[src/rtl/payload_match_reporter.sv]
// Snapshots engine match bits at end of payload and serialises each set bit
// as an (engine id, packet sequence) report over a valid/ready interface.
module payload_match_reporter #(
    parameter int NUM_ENGINES = 64,
    parameter int ID_W        = 6,
    parameter int SEQ_W       = 16,
    parameter int DROP_W      = 16
) (
    input  logic                   clk,
    input  logic                   rst,
    input  logic                   en,
    input  logic                   sod,
    input  logic                   eod,
    input  logic [NUM_ENGINES-1:0] match_in,
    output logic                   rpt_valid,
    input  logic                   rpt_ready,
    output logic [ID_W-1:0]        rpt_engine_id,
    output logic [SEQ_W-1:0]       rpt_seq,
    output logic                   rpt_last,
    output logic                   busy,
    output logic                   gap_err,
    output logic [DROP_W-1:0]      drop_cnt
);

    typedef enum logic [1:0] {
        IDLE = 2'd0,
        SNAP = 2'd1,
        EMIT = 2'd2
    } state_t;

    state_t                 state_q, state_d;
    logic [NUM_ENGINES-1:0] snap_q, snap_d;
    logic [SEQ_W-1:0]       seq_cnt_q, seq_cnt_d;
    logic [SEQ_W-1:0]       cur_seq_q, cur_seq_d;
    logic [DROP_W-1:0]      drop_q, drop_d;
    logic                   gap_q, gap_d;

    logic                   eod_ev;
    logic [NUM_ENGINES-1:0] snap_rest;
    logic [ID_W-1:0]        low_id;

    assign eod_ev    = en & eod;
    // snapshot with its lowest set bit removed
    assign snap_rest = snap_q & (snap_q - NUM_ENGINES'(1));

    always_comb begin
        low_id = '0;
        for (int i = NUM_ENGINES - 1; i >= 0; i--) begin
            if (snap_q[i]) low_id = ID_W'(i);
        end
    end

    always_comb begin
        state_d   = state_q;
        snap_d    = snap_q;
        seq_cnt_d = seq_cnt_q;
        cur_seq_d = cur_seq_q;
        drop_d    = drop_q;
        gap_d     = gap_q;

        // every packet consumes a sequence number, accepted or dropped
        if (eod_ev) seq_cnt_d = seq_cnt_q + SEQ_W'(1);

        unique case (state_q)
            IDLE: begin
                if (eod_ev) begin
                    cur_seq_d = seq_cnt_q;
                    state_d   = SNAP;
                end
            end
            SNAP: begin
                snap_d  = match_in;
                state_d = (match_in == '0) ? IDLE : EMIT;
                if (sod) gap_d = 1'b1;
            end
            EMIT: begin
                if (rpt_ready) begin
                    snap_d = snap_rest;
                    if (snap_rest == '0) state_d = IDLE;
                end
            end
            default: state_d = IDLE;
        endcase

        if (eod_ev && state_q != IDLE && drop_q != '1)
            drop_d = drop_q + DROP_W'(1);
    end

    always_ff @(posedge clk or posedge rst) begin
        if (rst) begin
            state_q   <= IDLE;
            snap_q    <= '0;
            seq_cnt_q <= '0;
            cur_seq_q <= '0;
            drop_q    <= '0;
            gap_q     <= 1'b0;
        end else begin
            state_q   <= state_d;
            snap_q    <= snap_d;
            seq_cnt_q <= seq_cnt_d;
            cur_seq_q <= cur_seq_d;
            drop_q    <= drop_d;
            gap_q     <= gap_d;
        end
    end

    assign rpt_valid     = (state_q == EMIT);
    assign rpt_engine_id = low_id;
    assign rpt_seq       = cur_seq_q;
    assign rpt_last      = rpt_valid && (snap_rest == '0);
    assign busy          = (state_q != IDLE);
    assign gap_err       = gap_q;
    assign drop_cnt      = drop_q;

endmodule

[config.mk]
export PLATFORM = sky130hd
export DESIGN_NAME = payload_match_reporter
export DESIGN_NICKNAME = d
export VERILOG_FILES = /design/src/rtl/payload_match_reporter.sv
export SDC_FILE = /design/constraint.sdc
export NUM_CORES = 1
export LEC_CHECK = 0
export ABC_AREA = 1
export CORE_AREA = 3 3 113 115
export CTS_CLUSTER_SIZE = 8
export DETAILED_ROUTE_END_ITERATION = 7
export DIE_AREA = 0 0 116 118
export PLACE_DENSITY = 0.85
export SYNTH_ARGS = -nofsm -noshare
export SYNTH_HDL_FRONTEND = slang
export SYNTH_SLANG_ARGS = --single-unit
[constraint.sdc]
create_clock -name clk -period 6.44 [get_ports clk]
set_input_delay 0.644 -clock clk [delete_from_list [all_inputs] [get_ports clk]]
set_output_delay 0.644 -clock clk [all_outputs]
set_load 0.05 [all_outputs]
# After elaboration in Yosys (flattened, before gate mapping)
# Cells that the tools add are included.
[classes] div_mod_pow=0 bitwise=2 mux=71 n_mul=0 eq_ne=6 n_reduce_logical=12 magnitude_cmp=0 add_sub_neg=3 shift=0
[ops] operator="$mux 6" n=64
[ops] operator="$logic_not 64->1" n=2
[ops] operator="$pmux 64 s2" n=1
[ops] operator="$and 64x64->64" n=1
[ops] operator="$mux 64" n=1
[ops] operator="$sub 64x1->64 const B" n=1
[ops] operator="$add 16x1->16 const B" n=2
[ops] operator="$ne 16x16->1 const B" n=1
[ops] operator="$mux 2" n=4
[ops] operator="$pmux 2 s3" n=1
[ops] operator="$reduce_and 2->1" n=3
[ops] operator="$ne 2x1->1 const B" n=2
[ops] operator="$reduce_bool 2->1" n=2
[ops] operator="$logic_and 1x1->1" n=3
[ops] operator="$reduce_and 3->1" n=1
[ops] operator="$eq 2x1->1 const B" n=1
[ops] operator="$eq 2x2->1 const B" n=1
[ops] operator="$logic_not 2->1" n=1
[ops] operator="$ne 2x2->1 const B" n=1
[ops] operator="$and 1x1->1" n=1
[word_totals] romBits=0 mem_count=0 in_bits=70 mem_bits_rw=0 word_cells=100 latch_bits=0 ff_bits=115 out_inout_bits=42

# Logic depth before layout (Yosys ltp)
# Gate-level depths: netlist of the first run.
[logic_depth] depth_word=64 ltp_mapped=63 mapped_depth_nobuf=63

# Worst setup path before layout of the first run
# Ideal clock, no wire load.
[synth_timing] kind="register to output" start="register snap_q[62]" end="output port rpt_engine_id[0]" t_arrival_ps=3799 n_path_buf=0 required_time_ps=5796 stages_incl_launch_ff=64 path_slack_ps=1997 path_cell_list="dfrtp_1 > inv_1 > nand2_1 > nand2_1 > nand2_1 > nand2_1 > nand2_1 > nand2_1 > nand2_1 > nand2_1 > nand2_1 > nand2_1 > nand2_1 > nand2_1 > nand2_1 > nand2_1 > nand2_1 > nand2_1 > [... 28 more ...] > nand2_1 > nand2_1 > nand2_1 > nand2_1 > nand2_1 > nand2_1 > nand2_1 > nand2_1 > nand2_1 > nand2_1 > nand2_1 > nand2_1 > nand2_1 > nand2_1 > nand2_1 > nand2_1 > nand2_1 > a21oi_1"
[synth_between] elab_chain_cells=63
[synth_lines] item="start: declaration" line_no="32" rtl="logic [NUM_ENGINES-1:0] snap_q, snap_d;"
[synth_lines] item="start signal: assignment" line_no="99" rtl="snap_q <= snap_d;"
[synth_lines] item="$mux 6 (63 in a row)" line_no="49" rtl="if (snap_q[i]) low_id = ID_W'(i);"
[synth_lines] item="end: declaration" line_no="17" rtl="output logic [ID_W-1:0] rpt_engine_id,"
# No other way between the ends.

# Worst setup path after layout of the first run
[layout_timing] start="register snap_q[0]" end="output port rpt_last"
[layout_between] elab_chain_cells=4
[layout_lines] item="$sub 64x1->64" line_no="44" rtl="assign snap_rest = snap_q & (snap_q - NUM_ENGINES'(1));"
[layout_lines] item="$and 64x64->64 *" line_no="44"
[layout_lines] item="$logic_not 64->1 *" line_no="110" rtl="assign rpt_last = rpt_valid && (snap_rest == '0);"
[layout_lines] item="$logic_and 1x1->1 *" line_no="110"
[layout_lines] item="end: declaration" line_no="19" rtl="output logic rpt_last,"
# Every way passes the cells marked *; elsewhere a longest branch is shown, timed or not.

==> results of run 1 <==
==> layer usage <==
metal  track usage  vias to the layer above  routed length (um)
met4        0.1124                        0                 485
met5             0                        -                   0
met1        0.3993                     3268                8606
met3       0.09357                       51                1657
li1              -                     3419                   -
met2        0.4489                      332                9092
==> metrics by stage <==
step | util | cell area [um^2] | hold slack (ns) | total power, uW | instances
after global routing | 0.7312 | 8710 | 0.4986 | 4533 | 1226
after floorplan | - | 6924 | 0.4635 | 2719 | 962
final | 0.7312 | 8710 | 0.4743 | 4238 | 1226
after CTS | 0.7310 | 8707 | 0.4753 | 4202 | 1226
after detailed placement | 0.6842 | 8150 | 0.4555 | 3287 | 1194
after global placement | 0.6842 | 8150 | 0.4462 | 3253 | 1194
==> worst paths after layout <==
kind | to | cells after the start | from
min in group asynchronous | rpt_seq[0] | 2 | rst
max in group asynchronous | snap_q[46] | 3 | rst
worst min-delay path | gap_err | 1 | gap_err
worst max-delay path | rpt_last | 30 | snap_q[0]
worst min register to register | gap_err | 1 | gap_err
worst max register to register | state_q[1] | 30 | snap_q[0]
==> final cells by class <==
class                      count  area, um^2  share of cell area
inverter                     150       565.5             0.06493
sequential                   115        2878              0.3304
clock inverter                15       131.4             0.01508
clock buffer                  17       425.4             0.04884
timing repair buffer         114        1136              0.1304
multi-input combinational    668        3390              0.3892
tap                          147       183.9             0.02112
==> power by group through the flow <==
stage / combinational [uW] / sequential, uW / clock [uW]
after floorplan: 1370 / 1350 / 0
after global placement: 2010 / 1240 / 0
after detailed placement: 2040 / 1240 / 0
after CTS: 2060 / 1240 / 898
after global routing: 2310 / 1290 / 931
final: 2090 / 1260 / 893
==> Yosys cell counts <==
| cell | instances |
|---|---|
| a2111oi_2 | 2 |
| a21o_1 | 1 |
| a21oi_1 | 37 |
| a221oi_1 | 1 |
| a31o_2 | 1 |
| a31oi_1 | 6 |
| a41oi_1 | 3 |
| buf_1 | 1 |
| clkbuf_1 | 28 |
| clkinv_1 | 1 |
| dfrtp_1 | 115 |
| ha_1 | 2 |
| inv_1 | 140 |
| inv_2 | 9 |
| nand2_1 | 171 |
| nand2_2 | 1 |
| nand3_1 | 14 |
| nand4_1 | 20 |
| nor2_1 | 160 |
| nor2_2 | 3 |
| nor2_4 | 4 |
| nor2_8 | 1 |
| nor3_1 | 14 |
| nor3_2 | 2 |
| nor3_4 | 1 |
| nor3b_1 | 2 |
| nor4_1 | 29 |
| nor4_2 | 3 |
| nor4b_1 | 1 |
| o2111ai_1 | 4 |
| o211ai_1 | 8 |
| o21ai_0 | 87 |
| o21ai_1 | 1 |
| o21bai_1 | 1 |
| o22ai_1 | 57 |
| o31ai_1 | 2 |
| o41ai_1 | 1 |
| xnor2_1 | 7 |
| xor2_1 | 21 |
==> cells by family after synthesis <==
family | Yosys count | share of synthesized area
and+or+nand+nor | 426 | 0.2711
AOI/OAI and AO/OA | 212 | 0.1773
DFF | 115 | 0.4156
adders and majority gates | 2 | 0.003613
buffers and inverters | 179 | 0.09703
xor gates and xnor gates | 28 | 0.03542
==> state kept, by name (all words and copies together), names as in the netlist <==
signal / count
gap_err: 1
seq_cnt_q: 16
drop_cnt: 16
rpt_seq: 16
state_q: 2
snap_q: 64
==> placed cells by master (no fill, tap or decap), types with 9 or more instances in the layout <==
cell type / synthesis / layout
nor2_1: 160 / 159
o22ai_1: 57 / 57
inv_2: 9 / 9
nand4_1: 20 / 20
nor3_1: 14 / 14
clkbuf_16: 0 / 17
nor4_1: 29 / 29
clkdlybuf4s50_1: 0 / 110
nand3_1: 14 / 14
a21oi_1: 37 / 37
inv_1: 140 / 139
o21ai_0: 87 / 87
nand2_1: 171 / 170
xor2_1: 21 / 21
dfrtp_1: 115 / 115
==> metrics.txt, run 1 <==
status=finished, final reports clean; Pins Over Slew Limit=0; ANT nets after route=0; top post-synthesis cells by area=dfrtp_1 42%, nand2_1 9.3%, nor2_1 8.7%; post-synth top area share=0.4156; setup slack at placement=0.9311 ns; DP HPWL=14,190 um; CTS max path bufs=2; worst slew pin tran=around 1.1 ns; max cap viols=0; Worst Skew=roughly 0.0086 ns; # setup viols final=0; Most common cell on crit path=inv_2; cell-internal power=2205 uW; Die Span Y=118 um; IO Pins=112; first-pass GRT wire length=32,470 um; clock latency on the worst-skew pair=0.43 ns; required time worst endpoint=5.80 ns; Worst-path clk slew=about 0.06 ns; Bufs and invs on worst path=7; TritonRoute pass-1 iters=6; Mapped Cells=962; clock network fraction of total power=0.211; sequential share of the synthesized area=0.4156; P_sw=2033 uW; clock root cell=clkbuf_16; gr ovfl total=0; H-tree depth=4; synth warn=0; Worst VDD drop=406.4 uV; CP Capture Type=output pin; die area=13,690 um^2; Hold Vio Cnt, Final=0; drt wl/cell=16.18 um; synthesized flop and latch total=between 100 and 150; vias in the first global route=6,751; startpoint types=flip-flop; largest net degree at the start of global routing=127; Synth Net Count=1,034; switch share=0.4797; CP Class=flip-flop to output pin; Crit Path Max Fanout=6; worst relative slew slack=0.2536; WL final=19,840 um; Leak Pwr=0.003966 uW; share of layout cells above drive strength 1=0.06024; n_diodes=0; critical path's largest stage delay=around 0.49 ns; RePlAce Congestion=0.9755; post-layout min period=5.657 ns; Mapped Area=6924 um^2; Avg Inst Size Synth=7.198 um^2; antenna violations before repair=0; largest area contributor in the netlist=dfrtp_1; CTS tree=done; vias per cell=5.767; clock sink total=115; DRC viols=0; initial core utilization=0.5813; Die X=116 um; total CTS buffers=17; Rows=40; CTS resizes=0; final worst-path cycle share=0.8784; sequential share of power=0.296; f_max=176.8 MHz; Hold WC Path Type=flip-flop to flip-flop; P&R area growth vs syn=25.79%; Hold Buf Count CTS=0; Comb power frac=0.493; Cell variety after synth=39; Crit path max-delay family=simple AND/OR/NAND/NOR gates; post-layout worst setup margin=0.7829 ns; setup TNS=0 ns; Crit-path slowest cell=dlymetal6s2s_1; FILL cells=approximately 950; pwr dens=around 490 nW/um^2; Post-CTS Setup Bufs=0; crit path DAT=5.01 ns; port bufs=111; first-iteration detailed-routing DRC count=806; Layout Nets=1,138; RSZ-0062 raised after global routing=no; CORE AREA=11,910 um^2; GRT Util Overall=0.2973; routed vias=7,070; setup slack, reg-to-reg=2.08 ns
No activity file was read; power rests on OpenSTA's default activity.
==> run 2, diff against run 1 <==
--- a/config.mk
+++ b/config.mk
@@ -7,6 +7,7 @@
 export LEC_CHECK = 0
 export ABC_AREA = 1
 export CORE_AREA = 3 3 113 115
+export CTS_BUF_LIST = sky130_fd_sc_hd__clkbuf_8 sky130_fd_sc_hd__clkbuf_16
 export CTS_CLUSTER_SIZE = 8
 export DETAILED_ROUTE_END_ITERATION = 7
 export DIE_AREA = 0 0 116 118
==> results of run 2 <==
The final DEF is identical to that of run 1; final timing and power are the same.
